**src/rtl/pipe_perf_counters.sv**
```systemverilog
`default_nettype none
// ============================================================================
// Module      : pipe_perf_counters
// Description : Windowed pipeline performance counters. NUM_CH event counters
//               count while a measurement window is open. The window can end
//               after win_len cycles or on a stop pulse. A shadow bank captures
//               counter values at window end or on demand, and is read back
//               through a registered mux.
// Revision    : 1.0 - initial release
// ============================================================================
module pipe_perf_counters #(
  parameter int NUM_CH = 4,
  parameter int CNT_W  = 32,
  parameter int SEL_W  = 2
) (
  input  logic              clock_i,
  input  logic              reset_n_i,
  input  logic [NUM_CH-1:0] event_i,
  input  logic              start_i,
  input  logic              stop_i,
  input  logic [CNT_W-1:0]  win_len_i,
  input  logic              snap_i,
  input  logic [SEL_W-1:0]  rd_sel_i,
  output logic [CNT_W-1:0]  rd_data_o,
  output logic [NUM_CH-1:0] ovf_o,
  output logic              busy_o,
  output logic              done_o
);

  localparam logic [CNT_W-1:0] CNT_ONE  = CNT_W'(1);
  localparam logic [CNT_W-1:0] CNT_ZERO = '0;

  typedef enum logic [1:0] {
    ST_IDLE = 2'd0,
    ST_RUN  = 2'd1,
    ST_DONE = 2'd2
  } state_e;

  state_e            state_q, state_d;

  logic [CNT_W-1:0]  cnt_q    [NUM_CH];
  logic [CNT_W-1:0]  cnt_d    [NUM_CH];
  logic [CNT_W-1:0]  shadow_q [NUM_CH];
  logic [CNT_W-1:0]  shadow_d [NUM_CH];
  logic [NUM_CH-1:0] ovf_q, ovf_d;
  logic [CNT_W-1:0]  win_cnt_q, win_cnt_d;
  logic [CNT_W-1:0]  win_len_q, win_len_d;
  logic [CNT_W-1:0]  rd_data_q, rd_data_d;

  logic              run_s;
  logic              win_last_s;
  logic              win_end_s;
  logic              shadow_load_s;

  // A bounded window closes on the edge where win_cnt reaches win_len-1, so
  // exactly win_len event-cycles are counted. win_len of zero never closes.
  assign run_s      = (state_q == ST_RUN);
  assign win_last_s = (win_len_q != CNT_ZERO) && (win_cnt_q == (win_len_q - CNT_ONE));

  // Next-state logic; start overrides everything, including a coincident stop
  always_comb begin
    state_d   = state_q;
    win_end_s = 1'b0;
    case (state_q)
      ST_IDLE: state_d = ST_IDLE;
      ST_RUN: begin
        if (stop_i || win_last_s) begin
          state_d   = ST_DONE;
          win_end_s = 1'b1;
        end
      end
      ST_DONE: state_d = ST_DONE;
      default: state_d = ST_IDLE;
    endcase
    if (start_i) begin
      state_d   = ST_RUN;
      win_end_s = 1'b0;
    end
  end

  // Counter, overflow and window bookkeeping next values
  always_comb begin
    win_cnt_d = win_cnt_q;
    win_len_d = win_len_q;
    ovf_d     = ovf_q;
    for (int i = 0; i < NUM_CH; i++) begin
      cnt_d[i] = cnt_q[i];
    end
    if (start_i) begin
      // The start edge clears everything; its own events are not counted.
      win_cnt_d = CNT_ZERO;
      win_len_d = win_len_i;
      ovf_d     = '0;
      for (int i = 0; i < NUM_CH; i++) begin
        cnt_d[i] = CNT_ZERO;
      end
    end else if (run_s) begin
      // win_cnt wraps silently when the window is unbounded.
      win_cnt_d = win_cnt_q + CNT_ONE;
      for (int i = 0; i < NUM_CH; i++) begin
        if (event_i[i]) begin
          cnt_d[i] = cnt_q[i] + CNT_ONE;
          if (cnt_q[i] == '1) begin
            ovf_d[i] = 1'b1;
          end
        end
      end
    end
  end

  // Shadow bank captures the post-update counter values. A snap coincident
  // with window end is a single load of the same values, and a snap
  // coincident with start captures the cleared (zero) counters.
  assign shadow_load_s = snap_i || win_end_s;

  // Shadow bank next values
  always_comb begin
    for (int i = 0; i < NUM_CH; i++) begin
      shadow_d[i] = shadow_load_s ? cnt_d[i] : shadow_q[i];
    end
  end

  // Readback mux; unpopulated select codes read as zero
  always_comb begin
    rd_data_d = CNT_ZERO;
    for (int i = 0; i < NUM_CH; i++) begin
      if (rd_sel_i == SEL_W'(i)) begin
        rd_data_d = shadow_q[i];
      end
    end
  end

  // State register
  always_ff @(posedge clock_i or negedge reset_n_i) begin
    if (!reset_n_i) begin
      state_q <= ST_IDLE;
    end else begin
      state_q <= state_d;
    end
  end

  // Event counters and shadow bank
  always_ff @(posedge clock_i or negedge reset_n_i) begin
    if (!reset_n_i) begin
      for (int i = 0; i < NUM_CH; i++) begin
        cnt_q[i]    <= CNT_ZERO;
        shadow_q[i] <= CNT_ZERO;
      end
    end else begin
      for (int i = 0; i < NUM_CH; i++) begin
        cnt_q[i]    <= cnt_d[i];
        shadow_q[i] <= shadow_d[i];
      end
    end
  end

  // Window counter, latched window length, sticky overflow flags, readback
  always_ff @(posedge clock_i or negedge reset_n_i) begin
    if (!reset_n_i) begin
      win_cnt_q <= CNT_ZERO;
      win_len_q <= CNT_ZERO;
      ovf_q     <= '0;
      rd_data_q <= CNT_ZERO;
    end else begin
      win_cnt_q <= win_cnt_d;
      win_len_q <= win_len_d;
      ovf_q     <= ovf_d;
      rd_data_q <= rd_data_d;
    end
  end

  assign rd_data_o = rd_data_q;
  assign ovf_o     = ovf_q;
  assign busy_o    = (state_q == ST_RUN);
  assign done_o    = (state_q == ST_DONE);

endmodule
`default_nettype wire

```
**config.mk**
```make
export PLATFORM = sky130hd
export DESIGN_NAME = pipe_perf_counters
export DESIGN_NICKNAME = d
export VERILOG_FILES = /design/src/rtl/pipe_perf_counters.sv
export SDC_FILE = /design/constraint.sdc
export NUM_CORES = 1
export LEC_CHECK = 0
export ABC_AREA = 1
export CAP_MARGIN = 20
export CELL_PAD_IN_SITES_DETAIL_PLACEMENT = 0
export CELL_PAD_IN_SITES_GLOBAL_PLACEMENT = 1
export CORE_ASPECT_RATIO = 0.5
export CORE_MARGIN = 2
export CORE_UTILIZATION = 35
export CTS_CLUSTER_SIZE = 16
export DETAILED_ROUTE_END_ITERATION = 10
export GPL_TIMING_DRIVEN = 0
export PLACE_DENSITY_LB_ADDON = 0.3
export REMOVE_ABC_BUFFERS = 1
export SLEW_MARGIN = 25
export SYNTH_ARGS = -nofsm -noshare
export SYNTH_HDL_FRONTEND = slang
export SYNTH_SLANG_ARGS = --single-unit
```
**constraint.sdc**
```tcl
create_clock -name clock_i -period 4.6 [get_ports clock_i]
set_input_delay 0.92 -clock clock_i [delete_from_list [all_inputs] [get_ports clock_i]]
set_output_delay 0.92 -clock clock_i [all_outputs]
set_load 0.01 [all_outputs]
```
---- Word-level counts from Yosys, hierarchy flattened ----
Cells that the tools add are included.
storage, ports and cells
  word-level logic and storage cells ...... 79
  input port bits ......................... 43
  output and inout port bits .............. 38
  register bits after elaboration ......... 358
operators by class
  eq/ne operators ......................... 11
  reductions and logical operators ........ 18
  add/sub/neg operators ................... 6
  mux-type cells .......................... 28
operator list
  operator                                             number
  two-way mux 32 bit                                   10
  two-way mux 128 bit                                  2
  adder 32 x 1 -> 32 bit (second input constant)       5
  == test 32 bit (second input constant)               4
  == test 32 bit                                       1
  nonzero test 32 bit                                  1
  subtractor 32 x 1 -> 32 bit (second input constant)  1
  nonzero test 2 bit                                   9
  AND reduction 3 bit                                  4
  two-way mux 1 bit                                    11
  two-way mux 4 bit                                    2
  == test 2 bit (second input constant)                3
  == test 2 x 1 -> 1 bit (second input constant)       2
  two-way mux 2 bit                                    2
  case mux 2 bit (2 select lines)                      1
  != test 3 x 2 -> 1 bit (second input constant)       1
  logical NOT 2 bit                                    1
  logical OR 1 bit                                     2
  logical AND 1 bit                                    1

---- Depth between registers and ports, before layout ----
Gate-level depths: netlist (run 1).
  depth in word-level cells ............... 8
  gate-level depth with buffers ........... 22

---- Least setup slack after synthesis (run 1) ----
OpenSTA, ideal clock, no wires.
  path kind ............................... input to register
  start ................................... input event_i[2]
  end ..................................... register shadow_q[57] (netlist bit)
  arrival time ............................ 2.469 ns
  setup slack ............................. 2.014 ns
  library setup time ...................... 0.117 ns
  buffers on the path ..................... 0
  stages .................................. 18
  cell sequence ........................... nand2_1 inv_2 nand2_1 nor2_2 nand2_1 inv_1 nand2_1 nor2_1 nand2_1 nor2_2 nand2_1 nor2_1 nand2_1 nor2_1 xor2_1 nor2_1 nand2_1 nand2_1
RTL lines
  what                           RTL line  text
  start, declared                18        input logic [NUM_CH-1:0] event_i,
  end signal, assigned by index  152       shadow_q[i] <= shadow_d[i];
  end, declared                  43        logic [CNT_W-1:0] shadow_q [NUM_CH];

---- Worst setup path in the final report (run 1) ----
  start ................................... register win_len_q[0]
  end ..................................... register shadow_q[3] (netlist bit)
between the ends
  word-level cells in the longest chain between the ends .. 8
ends and longest elaborated chain
  what                         RTL line  text
  start, declared              47        logic [CNT_W-1:0] win_len_q, win_len_d;
  start signal, assigned       166       win_len_q <= win_len_d;
  subtractor 32 x 1 -> 32 bit  58        assign win_last_s = (win_len_q != CNT_ZERO) && (win_cnt_q == (win_len_q - CNT_ONE));
  == test 32 bit               58
  logical AND 1 bit *          58
  logical OR 1 bit *           67        if (stop_i || win_last_s) begin
  two-way mux 1 bit *          67
  two-way mux 1 bit *          64        case (state_q)
  two-way mux 1 bit *          75        if (start_i) begin
  logical OR 1 bit *           114       assign shadow_load_s = snap_i || win_end_s;
Every way passes the cells marked *; elsewhere a longest branch is shown, timed or not.
A chain may end at the register's enable or synchronous reset.

==> results of run 1 <==
-- path summary, 6_finish.rpt --
check | start | end | slack [ns] | cells after the start
setup / recovery | win_len_q[0] | shadow_q[3] | 0.77 | 20
hold / removal | reset_n_i | win_len_q[8] | 0.28 | 1
setup reg to reg | win_len_q[0] | shadow_q[3] | 0.77 | 20
hold reg to reg | ovf_o[2] | ovf_o[2] | 0.48 | 2
max in group asynchronous | reset_n_i | shadow_q[114] | 3.09 | 3
min in group clock_i | ovf_o[2] | ovf_o[2] | 0.48 | 2
-- stage by stage --
stage,hold slack [ns],worst slack [ns]
after floorplan,0.455,-1.22
after global placement,0.470,-13.94
final,0.284,0.770
after detailed placement,0.466,0.774
after CTS,0.276,0.795
after global routing,0.298,0.408
-- routing by layer --
layer / vias up / track usage (%)
met4: 0 / 4.32
met2: 290 / 31.1
met3: 67 / 3.84
li1: 7792 / -
met1: 7235 / 27.9
met5: - / 0
-- area by class of cell --
cell class | instances | area, sq um
Clock buffer | 53 | 1120
Clock inverter | 16 | 214
Fill cell | 5213 | 29600
Inverter | 234 | 891
Multi-Input combinational cell | 1685 | 7870
Sequential cell | 358 | 8960
Tap cell | 690 | 863
Timing Repair Buffer | 92 | 1120
-- power groups by stage --
stage | Sequential (mW) | Clock, mW | Combinational [mW]
2_1_floorplan | 3.31 | 0 | 0.285
3_3_place_gp | 3.33 | 0 | 0.556
3_5_place_dp | 3.32 | 0 | 0.591
4_1_cts | 3.27 | 3.38 | 0.594
5_1_grt | 3.27 | 3.53 | 0.662
6_report | 3.27 | 3.30 | 0.582
-- flip-flops by register name (all words and copies together) (netlist names) --
register   flops
win_cnt_q     32
cnt_q        128
win_len_q     32
state_q        2
shadow_q     128
rd_data_o     32
ovf_o          4
-- kinds of logic (layout without fill, tap and decap cells) --
logic type | count (synthesis) | after routing | share of synthesized area, %
DFF | 358 | 358 | 49.5
and+or+nand+nor | 1354 | 1354 | 32.1
xor gates and xnor gates | 47 | 47 | 2.27
adders and majority gates | 8 | 8 | 0.553
AOI/OAI and AO/OA | 276 | 276 | 8.29
buffers and inverters | 319 | 395 | 7.28
-- cells in the final DEF (no fill, tap or decap), drive strengths merged, types with 2 or more instances in the layout --
master         instances
a211oi                 2
a21oi                118
a221oi                14
a31oi                  4
and3                   2
buf                   15
bufinv                 3
clkbuf                53
clkdlybuf4s50         77
clkinv                 8
clkinvlp               3
dfrtp                358
ha                     8
inv                  236
nand2                717
nand3                214
nand3b                 7
nand4                 59
nor2                 253
nor3                  63
nor3b                  4
nor4                  33
o21a                   9
o21ai                120
o21bai                 2
o31ai                  2
or2                    2
xnor2                 17
xor2                  30
==> metrics.md, run 1 <==
| Metric | Value |
|---|---|
| Critical Path RT | `between 5 and 6 ns` |
| Final Total Pwr | `between 7 and 8 mW` |
| Rel. slew slack | `44.8%` |
| Distinct cells, synth | `42` |
| Share of cells above drive strength 1 | `5.21%` |
| Initial antenna violation count | `0` |
| Placed cell count | `approximately 3,100` |
| WS Path Type | `register to register` |
| Final #Nets | `about 2,500` |
| Largest net degree at the start of global routing | `96` |
| Initial drt markers | `around 1,200` |
| Met2 wire length | `about 23,000 microns` |
| Setup_tns | `0 ns` |
| Vias per cell | `between 4 and 5` |
| Area Growth Syn to Fin | `16.2%` |
| Clock transition at the registers of the reported paths | `roughly 0.07 ns` |
| Switching Power | `1.86 mW` |
| Area of the die | `about 54,000 sq um` |
| CP max stage cell | `dfrtp_1` |
| Fin cells | `between 3,000 and 4,000` |
| # Post-CTS Setup Buffers | `0` |
| Final ANT Viol Nets | `0` |
| Synth top area share | `approximately half` |
| Hold Buf Count CTS | `0` |
| Via count | `15,384` |
| Worst min path class | `input pin to asynchronous set/reset pin` |
| Syn Area/Cell | `about 7.7 sq um` |
| Post-DR wirelength/cell | `16.6 microns` |
| Crit path top cell by count | `nand2_1` |
| Yosys warning count | `0` |
| Endpoints failing setup | `0` |
| Grt ovf | `0` |
| Num CTS Buffers | `38` |
| Core area | `50,700 sq um` |
| DR DRC count | `0` |
| Buffers & Inverters on Critical Path | `3` |
| DP HPWL | `35,900 microns` |
| Met3 routed WL | `between 2000 and 3000 microns` |
| Worst VDD drop | `between 0.0002 and 0.00025 V` |
| Cell Chain, Critical Path | `inv_1 > ha_1 > nand2_2 > nor2_4 > nand2_2 > nor2_2 > nand2_1 > nand3_1 > nand2_1 > nor2_1 > nand2_1 > nor2_1 > nand3_1 > nand2_1 > nand2_4 > buf_16 > nand2_8 > buf_16 > nand2_1 > nand2_1` |
| Starting Density | `approximately 36%` |
| Largest cells by area after synthesis | `dfrtp_1 49%, nand2_1 15%, nand3_1 5.9%, nor2_1 4.9%, inv_1 4.7%` |
| Clk sinks | `about 360` |
| H-tree levels | `2` |
| First-pass GRT wire length | `84,000 microns` |
| Synthesized area | `approximately 18,000 sq um` |
| Mapped Cells | `~2,400` |
| Area leader, netlist | `dfrtp_1` |
| Yosys reg bits | `358` |
| Clock power frac | `46.2%` |
| Lkg Pwr | `9.55 nW` |
| Num ports | `81` |
| Seq/Total Area, Yosys | `~50%` |
| Die height | `around 160 microns` |
| Most frequent cell after synthesis | `nand2_1` |
| Worst EP arrival | `4.34 ns` |
| Cts repair resizes | `0` |
| Fin util | `between 40 and 50%` |
| Slew of the pin with the lowest slew margin | `a little over 0.8 ns` |
| Dpl cell area | `roughly 20,000 sq um` |
| Fin. max-slew vios | `0` |
| DRT Wirelength | `52,000 microns` |
| Endpoint class of the critical path | `register` |
| Pre-antenna DRT Iters | `5` |
| Most instantiated cells after synthesis | `708 x nand2_1, 358 x dfrtp_1, 236 x nor2_1` |
| CP Launch Type | `register` |
| Outcome | `finished, final reports clean` |
| Root buffer cell | `clkbuf_16` |
| Post-Layout Inst Area | `between 20,000 and 25,000 sq um` |
| Minimum clock period | `3.83 ns` |
| Post-synth EDFFs | `0` |
| Fin. Hold Viols | `0` |
| Overall Global Routing Usage | `between 10% and 20%` |
| Sw frac | `26.1%` |
| CTS tree | `yes` |
| Fmax | `roughly 260 MHz` |
| Top delay family on crit path | `simple AND/OR/NAND/NOR gates` |
| # diodes | `0` |
| IO Port Bufs | `80` |
| Worst stage delay on the critical path | `just over 0.4 ns` |
| Comb pwr share | `a little over 8%` |
| Final period utilization | `83.3%` |
| Top Layer Used | `met4` |
| GPL Wtd Cong | `approximately 0.84` |
| Share of total power in sequential cells | `45.7%` |
| Post-synth ARST share | `100%` |
| Number of global-route vias before repair | `approximately 15,000` |
| Worst Path Max Fanout | `95` |
| Die W | `between 300 and 400 microns` |
| Int Power | `5.28 mW` |
| Clock skew | `between 0.02 and 0.03 ns` |
| FP Rows | `a little under 60` |
| Max cap viols | `0` |
| Clk_lat worst skew | `~0.57 ns` |
| CTS max path bufs | `3` |
| Pwr/cell area | `~340 nW/um^2` |
| Ys flop type | `dfrtp_1` |
| WL met1 | `25,700 microns` |
| RSZ-0062 raised after global routing | `no` |
Power figures use the tool's default switching activity.
==> run 2: changes to the inputs <==
==> constraint.sdc (replaced) <==
create_clock -name clock_i -period 3.2 [get_ports clock_i]
set_input_delay 0.64 -clock clock_i [delete_from_list [all_inputs] [get_ports clock_i]]
set_output_delay 0.64 -clock clock_i [all_outputs]
set_load 0.01 [all_outputs]
==> run 2 against run 1 <==
  * Clock skew about the same
  * Worst hold slack better by 0.14 ns
  * Clock power grew 44%
  * Global-route usage is 0.89 points higher
  * Critical endpoint is now shadow_q[127]
==> metrics.md, run 2 (synthesis gave the netlist of run 1 again) <==
| Metric | Value |
|---|---|
| Share of cells above drive strength 1 | `under 10%` |
| Clock transition at the registers of the reported paths | `approximately 0.070 ns` |
| Final #Nets | `~2,500` |
| First-pass GRT wire length | `slightly below 90,000 microns` |
| Area Growth Syn to Fin | `19.7%` |
| Setup_tns | `0 ns` |
| Worst reg2reg setup slack | `0.25 ns` |
| Most common cell after layout, fill and taps aside | `nand2_1` |
| Clk_lat worst skew | `0.57 ns` |
| # diodes | `0` |
| Worst min path class | `input pin to register` |
| DP HPWL | `between 30,000 and 40,000 microns` |
| Worst VDD drop | `roughly 0.00036 V` |
| Most frequent cells in the layout | `705 x nand2_1, 357 x dfrtp_1, 222 x inv_1` |
| Fin cells | `approximately 3,200` |
| Hold_sp | `start_i` |
| Clock skew | `~0.026 ns` |
| RR Endpoint | `shadow_q[127]` |
| Pre-CTS WS | `-0.586 ns` |
| Critical Path RT | `between 3 and 4 ns` |
| CP Launch Type | `register` |
| RSZ-0062 raised after global routing | `yes` |
| DR DRC count | `0` |
| Starting Density | `35.7%` |
| Largest registers | `cnt_q x128, shadow_q x128` |
| WS Path Type | `register to register` |
| Core area | `roughly 51,000 sq um` |
| Initial drt markers | `1,242` |
| Worst Path Max Fanout | `12` |
| Num CTS Buffers | `38` |
| Worst r2r path cells | `20` |
| Clk sinks | `around 360` |
| CTS tree | `yes` |
| Hold Crit Depth | `3` |
| Pwr/cell area | `480 nW/um^2` |
| Grt ovf | `0` |
| Final ANT Viol Nets | `0` |
| Fmax | `around 340 MHz` |
| Final period utilization | `a little over 90%` |
| Endpoints failing setup | `0` |
| Endpoint class of the critical path | `register` |
| Largest net degree at the start of global routing | `between 90 and 100` |
| CTS max path bufs | `3` |
| Vias per cell | `a little under 5` |
| Max cap viols | `0` |
| Fin. max-slew vios | `0` |
| Final setup margin | `around 0.25 ns` |
| Worst EP arrival | `3.44 ns` |
| Lkg Pwr | `about 9.8 nW` |
| Overall Global Routing Usage | `approximately a fifth` |
| Pre-antenna DRT Iters | `5` |
| IO Port Bufs | `80` |
| Area of the die | `~54,000 sq um` |
| Slew of the pin with the lowest slew margin | `0.803 ns` |
| Hold endpoint | `win_len_q[8]` |
| DRT Wirelength | `54,900 microns` |
| Placed cell count | `just over 3,000` |
| Die W | `between 300 and 400 microns` |
| Minimum clock period | `2.95 ns` |
| Via count | `~16,000` |
| Fin. Hold Viols | `0` |
| Num ports | `81` |
| Die height | `165 microns` |
| Outcome | `finished, final reports clean` |
| Fin util | `42.8%` |
| H-tree levels | `2` |
| Initial antenna violation count | `0` |
| FP Rows | `58` |
| R2R Path Start | `win_len_q[0]` |
| Layout fillers | `a little over 5,000` |
| GPL Wtd Cong | `~0.84` |
| Number of global-route vias before repair | `approximately 15,000` |
| Rel. slew slack | `between 40% and 50%` |
| Root buffer cell | `clkbuf_16` |
| Post-DR wirelength/cell | `17.3 microns` |
run 2: cell count changes in the layout (fill, tap and decap cells not counted), sizes merged:
| cell | delta |
|---|---|
| inv | -1 |
| nand2 | +3 |
| buf | +29 |
| clkinvlp | +1 |
| dlygate4sd3 | +1 |
| bufbuf | +2 |
run 2: per-layer routing:
metal / routed length, microns / part of all wire (%) / GRT usage (%)
met5: 0 / 0 / 0
met4: 839 / 1.5 / 4.34
met1: 26800 / 49 / 28.9
met3: 2720 / 5.0 / 3.77
met2: 24500 / 45 / 33.1
run 2: worst max path at each step:
stage | from | endpoint | slack, ns | cells past startpoint
after floorplan | win_len_q[0] | shadow_q[0] | -2.62 | 19
after global placement | reset_n_i | cnt_q[124] | -15.06 | 1
after detailed placement | win_len_q[0] | shadow_q[3] | -0.59 | 20
after CTS | win_len_q[2] | shadow_q[26] | 0.02 | 21
after global routing | state_q[1] | shadow_q[57] | -0.008 | 20
final | win_len_q[0] | shadow_q[127] | 0.25 | 20
run 2: through the flow:
stage | hold slack (ns) | total power [mW] | area (sq um)
floorplan | 0.344 | 5.17 | 17700
global placement | 0.470 | 5.58 | 19300
detailed placement | 0.466 | 5.63 | 19700
CTS | 0.413 | 10.5 | 21400
global route | 0.432 | 10.9 | 21700
finish | 0.423 | 10.4 | 21700
run 2: layout make-up:
class | instances | area (sq um) | share of cell area (%)
inverter | 234 | 895 | 4.13
timing repair buffer | 124 | 1540 | 7.12
tap | 690 | 863 | 3.98
clock inverter | 16 | 214 | 0.987
sequential | 358 | 8960 | 41.3
clock buffer | 53 | 1120 | 5.16
multi-input combinational | 1688 | 8080 | 37.3
run 2: what timing repair did:
action / 4_1_cts / 5_1_grt
hold buffers: 1 / 0
endpoints found under the setup margin: 139 / 151
gates resized for setup: 10 / 42
gates cloned: 9 / 0
hold endpoints to repair: 9 / 0
setup buffers: 6 / 19
pin swaps: 5 / 7
run 2: where the power goes:
group | total (mW) | internal, mW | leakage, nW | switching [mW]
registers | 4.70 | 4.61 | 4.92 | 0.0906
clock network | 4.74 | 2.72 | 0.649 | 2.02
logic | 0.965 | 0.340 | 4.25 | 0.626
run 2: worst max-delay path, stage by stage (launching register included):
cell	delay, ns
dfrtp_1	0.40
inv_2	0.11
ha_4	0.17
nand2_2	0.12
nor2_4	0.23
buf_4	0.15
a21boi_0	0.07
nor2_1	0.17
nand3_1	0.12
nor2_1	0.10
nand2_1	0.07
nor2_1	0.12
nand3_2	0.12
nand2_4	0.12
nand2_8	0.06
buf_16	0.16
nand2_8	0.14
buf_12	0.13
buf_16	0.15
nand2_1	0.08
nand2_1	0.06
